[src/rtl/charlieplex_scanner.sv]
// charlieplex_scanner: time-multiplexes a double-buffered LED frame bitmap
// onto a charlieplexer decoder, one LED per slot (blanking gap, then dwell).
// Optional build macro SKIP_DARK_EN: dark LEDs take a single-cycle slot.
module charlieplex_scanner #(
    parameter  int PINCOUNT     = 4,
    parameter  int DWELL_CYCLES = 1000,
    parameter  int BLANK_CYCLES = 4,
    localparam int LEDCOUNT     = PINCOUNT * (PINCOUNT - 1),
    localparam int INDEXBITS    = $clog2(LEDCOUNT)
) (
    input  logic                 clk,
    input  logic                 rst_n,
    input  logic                 run,
    input  logic [LEDCOUNT-1:0]  frame_data,
    input  logic                 frame_load,
    output logic                 pending,
    output logic [INDEXBITS-1:0] led_index,
    output logic                 led_enable,
    output logic                 frame_done
);

    localparam int MAXCYCLES = (DWELL_CYCLES > BLANK_CYCLES) ? DWELL_CYCLES : BLANK_CYCLES;
    localparam int TIMERBITS = $clog2(MAXCYCLES + 1);

    localparam logic [TIMERBITS-1:0] BLANK_LAST = TIMERBITS'(BLANK_CYCLES - 1);
    localparam logic [TIMERBITS-1:0] DWELL_LAST = TIMERBITS'(DWELL_CYCLES - 1);
    localparam logic [INDEXBITS-1:0] IDX_LAST   = INDEXBITS'(LEDCOUNT - 1);

    typedef enum logic {
        ST_BLANK = 1'b0,
        ST_ON    = 1'b1
    } state_t;

    state_t               state, state_next;
    logic [TIMERBITS-1:0] timer, timer_next;
    logic [INDEXBITS-1:0] idx, idx_next;
    logic [LEDCOUNT-1:0]  shadow;
    logic [LEDCOUNT-1:0]  buffer;
    logic                 wrap;
    logic                 enable_next;

    // Next-state logic: slot timing, index advance and wrap detection
    always_comb begin
        state_next = state;
        timer_next = timer;
        idx_next   = idx;
        wrap       = 1'b0;
        if (!run) begin
            state_next = ST_BLANK;
            timer_next = '0;
            idx_next   = '0;
        end else begin
            case (state)
                ST_BLANK: begin
`ifdef SKIP_DARK_EN
                    if (!shadow[idx]) begin
                        // Dark LED: this single blank cycle is its whole slot
                        timer_next = '0;
                        wrap       = (idx == IDX_LAST);
                        idx_next   = wrap ? '0 : idx + 1'b1;
                    end else
`endif
                    if (timer == BLANK_LAST) begin
                        state_next = ST_ON;
                        timer_next = '0;
                    end else begin
                        timer_next = timer + 1'b1;
                    end
                end
                ST_ON: begin
                    if (timer == DWELL_LAST) begin
                        state_next = ST_BLANK;
                        timer_next = '0;
                        wrap       = (idx == IDX_LAST);
                        idx_next   = wrap ? '0 : idx + 1'b1;
                    end else begin
                        timer_next = timer + 1'b1;
                    end
                end
                default: begin
                    state_next = ST_BLANK;
                    timer_next = '0;
                end
            endcase
        end
        // Shadow only changes on a wrap, which always lands in BLANK,
        // so the current shadow is valid for any ON entry
        enable_next = (state_next == ST_ON) && shadow[idx_next];
    end

    // State register with outputs registered alongside the state
    always_ff @(posedge clk or negedge rst_n) begin
        if (!rst_n) begin
            state      <= ST_BLANK;
            timer      <= '0;
            idx        <= '0;
            led_index  <= '0;
            led_enable <= 1'b0;
            frame_done <= 1'b0;
        end else begin
            state      <= state_next;
            timer      <= timer_next;
            idx        <= idx_next;
            led_index  <= idx_next;
            led_enable <= enable_next;
            frame_done <= wrap;
        end
    end

    // Frame double buffer: loads go to the pending buffer, and the shadow
    // is only refreshed on the wrap edge so a frame never tears
    always_ff @(posedge clk or negedge rst_n) begin
        if (!rst_n) begin
            shadow  <= '0;
            buffer  <= '0;
            pending <= 1'b0;
        end else if (wrap) begin
            if (frame_load) begin
                shadow <= frame_data;
            end else if (pending) begin
                shadow <= buffer;
            end
            pending <= 1'b0;
        end else if (frame_load) begin
            buffer  <= frame_data;
            pending <= 1'b1;
        end
    end

endmodule

[config.mk]
export PLATFORM = sky130hd
export DESIGN_NAME = charlieplex_scanner
export DESIGN_NICKNAME = d
export VERILOG_FILES = /design/src/rtl/charlieplex_scanner.sv
export SDC_FILE = /design/constraint.sdc
export NUM_CORES = 1
export LEC_CHECK = 0
export ABC_CLOCK_PERIOD_IN_PS = 2200
export BUFFER_PORTS_ARGS = -buffer_cell sky130_fd_sc_hd__buf_2
export CAP_MARGIN = 30
export CORE_MARGIN = 2
export CORE_UTILIZATION = 52
export CTS_BUF_LIST = sky130_fd_sc_hd__clkbuf_4 sky130_fd_sc_hd__clkbuf_8 sky130_fd_sc_hd__clkbuf_16
export CTS_CLUSTER_DIAMETER = 50
export DETAILED_ROUTE_END_ITERATION = 10
export PLACE_DENSITY = 0.85
export SETUP_SLACK_MARGIN = 0.4
export SYNTH_ARGS = -nofsm -noshare
export SYNTH_HDL_FRONTEND = slang
export SYNTH_SLANG_ARGS = --single-unit
[constraint.sdc]
create_clock -name clk -period 2.2 [get_ports clk]
set_input_delay 0.11 -clock clk [delete_from_list [all_inputs] [get_ports clk]]
set_output_delay 0.11 -clock clk [all_outputs]
set_load 0.005 [all_outputs]
==> metrics.txt, run 1 <==
status finished with violations; failing checks negative setup slack; RR Startpoint timer[0]; crit path launch type flop; first-pass GRT wire length 8645 um; fin crit period roughly 2300 ps; Peak VDD IR 0.0005363 V; Synth Area per Inst 10.53 sq um; critical-path cell list ha_4 -> or3b_4 -> o31a_1 -> nor2_4 -> inv_2 -> or4b_4 -> o211ai_2 -> o41ai_2; CTS sink count 42; CTS Buffer Depth 2; initial antenna violation count 0; most frequent cells in the layout 42 x dfrtp_1, 22 x buf_2, 20 x buf_4, 15 x mux2i_1, 14 x nor2_1; ANT nets after route 0; Final period util 105.4%; CTS tree yes; RSZ-0062 raised after global routing true; placed cells 281; number of global-route vias before repair 1848; WS Path Type reg -> reg; Comb pwr share 12.9%; worst hold margin around 43 ps; Primary FF master, synth dfrtp_1; Tightest Hold Check Type in -> reg; dpl ws -121.7 ps; Post-Synthesis Cells 200; Synth Warn # 0; Clk pin slew, worst setup/hold paths around 100 ps; Clock Latency Late Sink roughly 310 ps; sequential fraction of the synthesis area about half; Via Count just under 2000; critical path data arrival time 2520 ps; Hold Fails Final Rpt 0; hold_sp frame_data[7]; GRT overflow 0; Pleak ~1.4 nW; critical path endpoint category flop; Die Span Y 67.64 um; Setup crit end led_enable; worst reg2reg setup slack -120 ps; CP delay by family, top simple AND/OR/NAND/NOR gates; switching pwr 0.4457 mW; Pwr per Cell Area 527.8 nW/um^2; Port Buf Inserts 22; relative slew slack 37.18%; H-tree levels 2; CTS Root Cell clkbuf_8; Crit. Startpoint timer[0]; Detailed Routing Iterations Pass 1 4; total of max-cap violations 0; final setup skew 8.404 ps; pin count of the biggest net entering global routing 43; Hold Path Depth 2; setup ws final -119.0 ps; IO Pins 23; Setup TNS -119.0 ps; Worst Reg-to-Reg Cells 8; Switching Fraction 28.16%; final setup vio count 1; GRT Util Overall between 20% and 30%; Async S/R FF share, synth 100.0%; Crit path depth 8; Post-Route WL 6682 um; Crit path largest cell delay 480 ps; P_int between 1 and 1.5 mW; # fillers between 200 and 250; fin cells 307; share of layout cells above drive strength 1 46.30%; DRC Markers 0; Vias/cell 6.440; Fmax achieved 431.2 MHz; Layout Nets about 270; synthesized cell area roughly 2100 sq um; R2R Path End led_enable; die width 67.64 um; Max FO, Critical Path 5; CP bufs+invs 1; Core Box Area 3943 sq um; sequential share of power 52.3%; Netlist cell types 44; Mapped Nets approximately 220; Wirelength per Cell 21.77 um; CTS Buf Count 5; worst slew pin tran 942.3 ps; starting density of the core 53.41%; Slew Viols, Final 0; DP Wirelength 2990 um; starting DRC count in detailed routing 269; Crit path required time 2400 ps; commonest non-fill, non-tap cell in the layout dfrtp_1; Post-synth EDFFs 0; ANT cells 0; die area 4574 sq um; number of synthesized register bits 42; clock share of power 34.9%; Rows 23; crit path max-delay cell type or4b_4; gpl congestion 0.9380; area delta synth->final 42.42%
power by group through the flow:
stage	clock (mW)	combinational (mW)	sequential, mW
6_report	0.552	0.203	0.827
5_1_grt	0.575	0.217	0.830
4_1_cts	0.536	0.174	0.820
3_5_place_dp	0	0.135	0.833
3_3_place_gp	0	0.131	0.831
2_1_floorplan	0	0.0802	0.830
kinds of logic after synthesis:
logic type	Yosys count	share of synthesized area [%]
compound gates	38	10.81
xor+xnor	6	2.496
fa+ha+maj	2	1.188
buf+inv	11	2.080
flops	42	49.91
mux	29	15.15
simple gates	72	18.36
through the flow:
step                      cell area (sq um)  utilization, %  power, mW
after floorplan                        2122               -     0.9100
after global placement                 2401           60.90     0.9615
after detailed placement               2401           60.90     0.9679
after CTS                              2685           68.11      1.530
after global routing                   2999           76.07      1.623
final                                  2999           76.07      1.583
Yosys cell counts (all sizes together) (2+ instances only):
library cell	count	area (sq um)
a21oi	5	25.02
xnor2	3	26.28
mux2	13	146.4
nand2	20	75.07
dfrtp	42	1051
inv	4	15.02
nor2	17	66.32
buf	2	10.01
and3b	2	17.52
xor2	3	26.28
clkbuf	5	18.77
o31ai	2	15.01
and3	7	43.79
and2	2	12.51
ha	2	25.02
o21ai	22	110.1
a211oi	2	15.01
or3	2	12.51
nor4	3	25.02
nor3	2	10.01
nand3	8	45.04
nand4	2	12.51
mux2i	16	172.7
sequential cells by signal (all words and copies together) (netlist names):
register,count
frame_done,1
pending,1
led_enable,1
state,1
timer,10
shadow,12
idx,4
buffer,12
cell type report:
class	instances	area, sq um	share of cell area (%)
clock buffers	5	68.82	2.295
multi-input cells	148	1313	43.76
well taps	50	62.56	2.086
inverters	4	15.01	0.5006
repair buffers	55	464.2	15.48
clock inverters	3	25.02	0.8344
flip-flops and latches	42	1051	35.04
worst min-delay path by stage:
stage | end
after detailed placement | buffer[0]
after global placement | buffer[0]
final | buffer[7]
after global routing | buffer[7]
after floorplan | buffer[0]
after CTS | buffer[11]
repair_timing:
item / CTS / global route
resized for setup: 29 / 45
hold endpoints to repair: 42 / 0
setup buffers: 6 / 6
hold buffers: 1 / 0
cloned: 1 / 4
setup endpoints to repair: 34 / 37
pin swaps: 5 / 21
per-layer routing:
layer	track usage, %	up-vias	part of all wire, %
met2	43.50	113	50
met1	31.36	988	38
met4	11.22	0	5.7
met5	0	-	0
met3	4.500	40	6.3
li1	-	836	-
No activity file was read; power rests on OpenSTA's default activity.
==> inputs of run 2 (changes only) <==
--- a/config.mk
+++ b/config.mk
@@ -5,7 +5,7 @@
 export SDC_FILE = /design/constraint.sdc
 export NUM_CORES = 1
 export LEC_CHECK = 0
-export ABC_CLOCK_PERIOD_IN_PS = 2200
+export ABC_CLOCK_PERIOD_IN_PS = 2100
 export BUFFER_PORTS_ARGS = -buffer_cell sky130_fd_sc_hd__buf_2
 export CAP_MARGIN = 30
 export CORE_MARGIN = 2
@@ -13,7 +13,7 @@
 export CTS_BUF_LIST = sky130_fd_sc_hd__clkbuf_4 sky130_fd_sc_hd__clkbuf_8 sky130_fd_sc_hd__clkbuf_16
 export CTS_CLUSTER_DIAMETER = 50
 export DETAILED_ROUTE_END_ITERATION = 10
-export PLACE_DENSITY = 0.85
+export PLACE_DENSITY_LB_ADDON = 0.05
 export SETUP_SLACK_MARGIN = 0.4
 export SYNTH_ARGS = -nofsm -noshare
 export SYNTH_HDL_FRONTEND = slang
==> constraint.sdc (replaced) <==
create_clock -name clk -period 2.1 [get_ports clk]
set_input_delay 0.105 -clock clk [delete_from_list [all_inputs] [get_ports clk]]
set_output_delay 0.105 -clock clk [all_outputs]
set_load 0.02 [all_outputs]
==> run 2 against run 1 <==
  * The flow still finishes with violations (negative setup slack)
  * Non-clock buffer count shrank 4
  * Worst setup slack improved by 12 ps
  * Sequential share of layout area increased by 3.0 points
  * Sequential power is 3.6% higher
  * Critical endpoint unchanged
  * Die area did not move
  * Wire length decreased by 26%
==> metrics.txt, run 2 (synthesis gave the netlist of run 1 again) <==
Clock Latency Late Sink 300 ps; Port Buf Inserts 22; placed standard-cell area 2416 sq um; gpl congestion 0.8372; starting density of the core between 50% and 60%; WS Path Type reg -> reg; Slew Viols, Final 0; crit path launch type flop; Crit path required time 2270 ps; critical path endpoint category flop; Core Box Area 3943 sq um; Layout Nets 269; area delta synth->final 31.37%; commonest non-fill, non-tap cell in the layout dfrtp_1; crit path max-delay cell type or4b_4; worst slew pin tran 583.2 ps; GRT Util Overall 24.59%; most frequent cells in the layout 41 x dfrtp_1, 22 x buf_2, 19 x buf_4, 18 x nand2_1, 15 x nor2_1; Wirelength per Cell 16.40 um; Via Count between 1500 and 2000; fin crit period 2207 ps; CTS Buffer Depth 2; placed cells 283; first-pass GRT wire length 8059 um; RSZ-0062 raised after global routing true; number of global-route vias before repair 1743; IO Pins 23; initial antenna violation count 0; Detailed Routing Iterations Pass 1 5; final setup vio count 4; pin count of the biggest net entering global routing 26; failing checks negative setup slack; Pleak 1.306 nW; Die Span Y 67.64 um; status finished with violations; Vias/cell 5.573; Crit path largest cell delay 470 ps; Final Instance Area 2766 sq um; dpl ws -161.5 ps; H-tree levels 2; DP Wirelength 3325 um; worst hold margin 53.62 ps; CTS Root Cell clkbuf_8; Tightest Hold Check Type in -> reg; Clk pin slew, worst setup/hold paths around 80 ps; die area around 4600 sq um; starting DRC count in detailed routing between 80 and 90; share of layout cells above drive strength 1 38.49%; Post-Route WL 4953 um; Rows 23; Setup TNS -140.5 ps; Final Power approximately 1.6 mW; die width between 60 and 70 um; critical-path cell list ha_2 -> or3b_4 -> o31a_1 -> nor2_4 -> inv_2 -> or4b_4 -> o211ai_2 -> o41ai_1; biggest regs buffer: 12 flops, shadow: 12 flops, timer: 10 flops; Final Core Density 70.17%; relative slew slack 61.12%; GRT overflow 0; Hold Fails Final Rpt 0; Pwr per Cell Area 593.4 nW/um^2; total of max-cap violations 0; fin cells 302; Peak VDD IR 0.0004951 V; critical path data arrival time 2380 ps; CTS Buf Count 5; CTS tree yes; Max FO, Critical Path 6; Final period util 105.1%; ANT nets after route 0; setup ws final -107.0 ps; Fmax achieved 453.1 MHz; ANT cells 0; DRC Markers 0; CTS sink count 42; final setup skew 6.053 ps
-- run 2: worst max-delay path, delay by kind of cell, from the launching register on --
kind | cells | cell delay (ps)
simple gates | 3 | 1020
compound gates | 3 | 470
flops | 1 | 360
fa+ha+maj | 1 | 180
buf+inv | 1 | 40
-- run 2: what timing repair did --
item,4_1_cts,5_1_grt
setup endpoints to repair,37,40
cloned,4,0
endpoints found under the hold margin,24,0
hold buffers,1,0
setup buffers,2,4
pin swaps,4,4
resized for setup,25,15
-- run 2: worst paths after layout --
kind | from | to | slack (ps) | cells past startpoint
min reg2reg | shadow[6] | shadow[6] | 490 | 2
max in group asynchronous | rst_n | shadow[0] | 1100 | 3
min | frame_data[2] | buffer[2] | 50 | 2
max | timer[1] | led_enable | -110 | 8
min in group asynchronous | rst_n | timer[7] | 340 | 2
max reg2reg | timer[1] | led_enable | -110 | 8
-- run 2: power by group --
| part | switching (mW) | total, mW | internal (mW) |
|---|---|---|---|
| logic | 0.0881 | 0.183 | 0.0954 |
| clock network | 0.269 | 0.601 | 0.332 |
| registers | 0.0178 | 0.857 | 0.839 |
-- run 2: area by class of cell --
cell class	count	area [sq um]
Clock buffer	8	110.1
Fill cell	284	1176
Inverter	4	15.01
Multi-Input combinational cell	147	1140
Sequential cell	42	1052
Tap cell	50	62.56
Timing Repair Buffer	51	386.6
-- run 2: per-layer routing --
| layer | vias up | routed length [um] | track usage [%] |
|---|---|---|---|
| met5 | - | 0 | 0 |
| met4 | 0 | 115 | 10.97 |
| met3 | 10 | 196 | 5.333 |
| met2 | 42 | 2640 | 44.61 |
| met1 | 807 | 2001 | 27.31 |
| li1 | 824 | - | - |
==> inputs of run 3 (changes only) <==
--- a/config.mk
+++ b/config.mk
@@ -8,9 +8,11 @@
 export ABC_CLOCK_PERIOD_IN_PS = 2100
 export BUFFER_PORTS_ARGS = -buffer_cell sky130_fd_sc_hd__buf_2
 export CAP_MARGIN = 30
+export CELL_PAD_IN_SITES_DETAIL_PLACEMENT = 1
+export CELL_PAD_IN_SITES_GLOBAL_PLACEMENT = 1
 export CORE_MARGIN = 2
-export CORE_UTILIZATION = 52
-export CTS_BUF_LIST = sky130_fd_sc_hd__clkbuf_4 sky130_fd_sc_hd__clkbuf_8 sky130_fd_sc_hd__clkbuf_16
+export CORE_UTILIZATION = 43
+export CTS_BUF_LIST = sky130_fd_sc_hd__clkbuf_2 sky130_fd_sc_hd__clkbuf_4 sky130_fd_sc_hd__clkbuf_8
 export CTS_CLUSTER_DIAMETER = 50
 export DETAILED_ROUTE_END_ITERATION = 10
 export PLACE_DENSITY_LB_ADDON = 0.05
==> run 3 against run 2 <==
  * The run still ends with negative setup slack left
  * Wire length rose by 39%
  * Maximum frequency fell by 3.9%
  * Die area rose by 20%
  * Critical path type unchanged
  * Clock power rose by 10%
  * Core utilization fell by 4.6 points
  * Combinational power rose by 17%
  * Clock skew rose by 5.0 ps
  * Worst setup slack got worse by 89 ps
  * Critical path depth rose by 1
  * Flip-flop and latch count did not move
  * Cell count rose by 9.9%
==> metrics.txt, run 3 (synthesis gave the netlist of run 1 again) <==
clock share of power between 30% and 40%; Rows 25; final setup skew 11.02 ps; die width 73.98 um; Pwr per Cell Area 561.8 nW/um^2; H-tree levels 2; DRC Markers 0; Clock Latency Late Sink between 300 and 400 ps; area of the multi-input gates 1265 sq um; CP bufs+invs 2; GRT Util Overall 25.87%; IO Pins 23; FF/Latch Area 1052 sq um; Crit path required time between 2000 and 2500 ps; CTS Buf Count 5; Switching Fraction 25.18%; critical-path cell list ha_4 -> or3b_4 -> o31a_1 -> buf_4 -> buf_6 -> o21ai_2 -> a2bb2oi_1 -> o21ai_1 -> o41ai_2; CTS tree yes; Pleak about 1.5 nW; crit path launch type flop; failing checks negative setup slack; Comb pwr share 12.3%; sequential share of power 49.6%; share of layout cells above drive strength 1 46.79%; setup ws final -196.5 ps; DP Wirelength 3734 um; dpl ws -230.9 ps; Slew Viols, Final 0; total of max-cap violations 0; ANT cells 0; Max FO, Critical Path 6; Post-Route WL about 6900 um; relative slew slack 52.22%; gpl congestion 0.9235; Crit path largest cell delay ~420 ps; switching pwr 0.4378 mW; P_int 1.301 mW; Vias/cell 5.605; crit path max-delay cell type or3b_4; status finished with violations; commonest non-fill, non-tap cell in the layout dfrtp_1; Via Count 1861; CP delay by family, top compound AO/OA/AOI/OAI gates; starting DRC count in detailed routing 142; Port Buf Inserts 22; number of global-route vias before repair 2017; Fmax achieved between 400 and 500 MHz; worst hold margin around 43 ps; # fillers approximately 480; die area 5473 sq um; RSZ-0062 raised after global routing true; Final period util 109.4%; initial antenna violation count 0; CTS sink count 42; critical path endpoint category flop; CTS Buffer Depth 2; biggest regs buffer: 12 flops, shadow: 12 flops, timer: 10 flops; Detailed Routing Iterations Pass 1 4; critical path data arrival time 2480 ps; first-pass GRT wire length around 10000 um; Layout Nets 282; Tightest Hold Check Type in -> reg; Core Box Area between 4000 and 5000 sq um; Wirelength per Cell 20.67 um; GRT overflow 0; CTS Root Cell clkbuf_8; pin count of the biggest net entering global routing 32; most frequent cells in the layout 41 x dfrtp_1, 28 x buf_4, 22 x buf_2, 17 x nand2_1, 15 x mux2i_1; Clk pin slew, worst setup/hold paths 90 ps; final setup vio count 1; ANT nets after route 0; starting density of the core 44.58%; WS Path Type reg -> reg; worst slew pin tran 716.8 ps; Peak VDD IR approximately 0.00042 V; area delta synth->final 47.00%; Die Span Y 73.98 um; Hold Fails Final Rpt 0; fin crit period 2296 ps
-- run 3: cell count changes in the layout (fill, tap and decap cells not counted), moves of 3 or more --
cell | before | now
o21ai_1 | 14 | 4
clkbuf_8 | 8 | 5
buf_16 | 0 | 3
o21ai_0 | 5 | 2
buf_4 | 19 | 28
o21ai_4 | 2 | 5
mux2_4 | 6 | 12
o21ai_2 | 1 | 11
mux2_2 | 7 | 1
nand2_4 | 0 | 3
-- run 3: per-layer routing --
metal | part of all wire [%] | vias to the layer above | GRT usage, % | routed length [um]
li1 | - | 845 | - | -
met1 | 42 | 963 | 31.20 | 2888
met2 | 54 | 40 | 45.73 | 3680
met3 | 2.5 | 13 | 5.149 | 169
met4 | 1.8 | 0 | 9.697 | 122
met5 | 0 | - | 0 | 0
-- run 3: layout make-up --
cell class | instances | area share [%]
Timing Repair Buffer | 64 | 18.27
Sequential cell | 42 | 33.99
Multi-Input combinational cell | 147 | 40.86
Inverter | 4 | 0.4850
Clock buffer | 5 | 2.223
Tap cell | 67 | 2.708
Clock inverter | 3 | 1.455
-- run 3: path summary, 6_finish.rpt --
check | from | to | slack (ps) | cells past startpoint
worst max-delay path | timer[1] | led_enable | -200 | 9
worst max register to register | timer[1] | led_enable | -200 | 9
max in group asynchronous | rst_n | state | 1120 | 3
worst min register to register | shadow[7] | shadow[7] | 510 | 2
worst min-delay path | frame_data[10] | buffer[10] | 40 | 2
min in group asynchronous | rst_n | buffer[5] | 390 | 2
-- run 3: worst register-to-register path, delay by kind of cell, from the launching register on --
kind                       cells  cell delay, ps
buffers and inverters          2             270
DFF                            1             410
and+or+nand+nor                1             420
AOI/OAI and AO/OA              5             920
adders and majority gates      1             160
-- run 3: stage by stage --
step / power [mW] / utilization [%] / TNS (ps) / cell area [sq um] / cells
after global placement: 1.016 / 52.82 / -135.9 / 2495 / 306
after CTS: 1.716 / 62.25 / -167.4 / 2940 / 324
after floorplan: 0.9565 / - / -112.7 / 2135 / 200
after global routing: 1.798 / 65.54 / -263.6 / 3095 / 332
final: 1.739 / 65.54 / -196.5 / 3095 / 332
after detailed placement: 1.026 / 52.82 / -230.9 / 2495 / 306
-- run 3: what timing repair did --
action	CTS	global route
endpoints found under the setup margin	38	38
cloned	4	0
resized for setup	45	25
endpoints found under the hold margin	29	0
hold buffers	1	0
buffers inserted	5	8
pin swaps	12	14
-- run 3: power groups by stage --
| stage | Combinational [mW] | Clock (mW) | Sequential [mW] |
|---|---|---|---|
| after detailed placement | 0.153 | 0 | 0.873 |
| after global placement | 0.145 | 0 | 0.870 |
| after floorplan | 0.0864 | 0 | 0.870 |
| after global routing | 0.232 | 0.701 | 0.865 |
| final | 0.214 | 0.663 | 0.862 |
| after CTS | 0.196 | 0.660 | 0.860 |
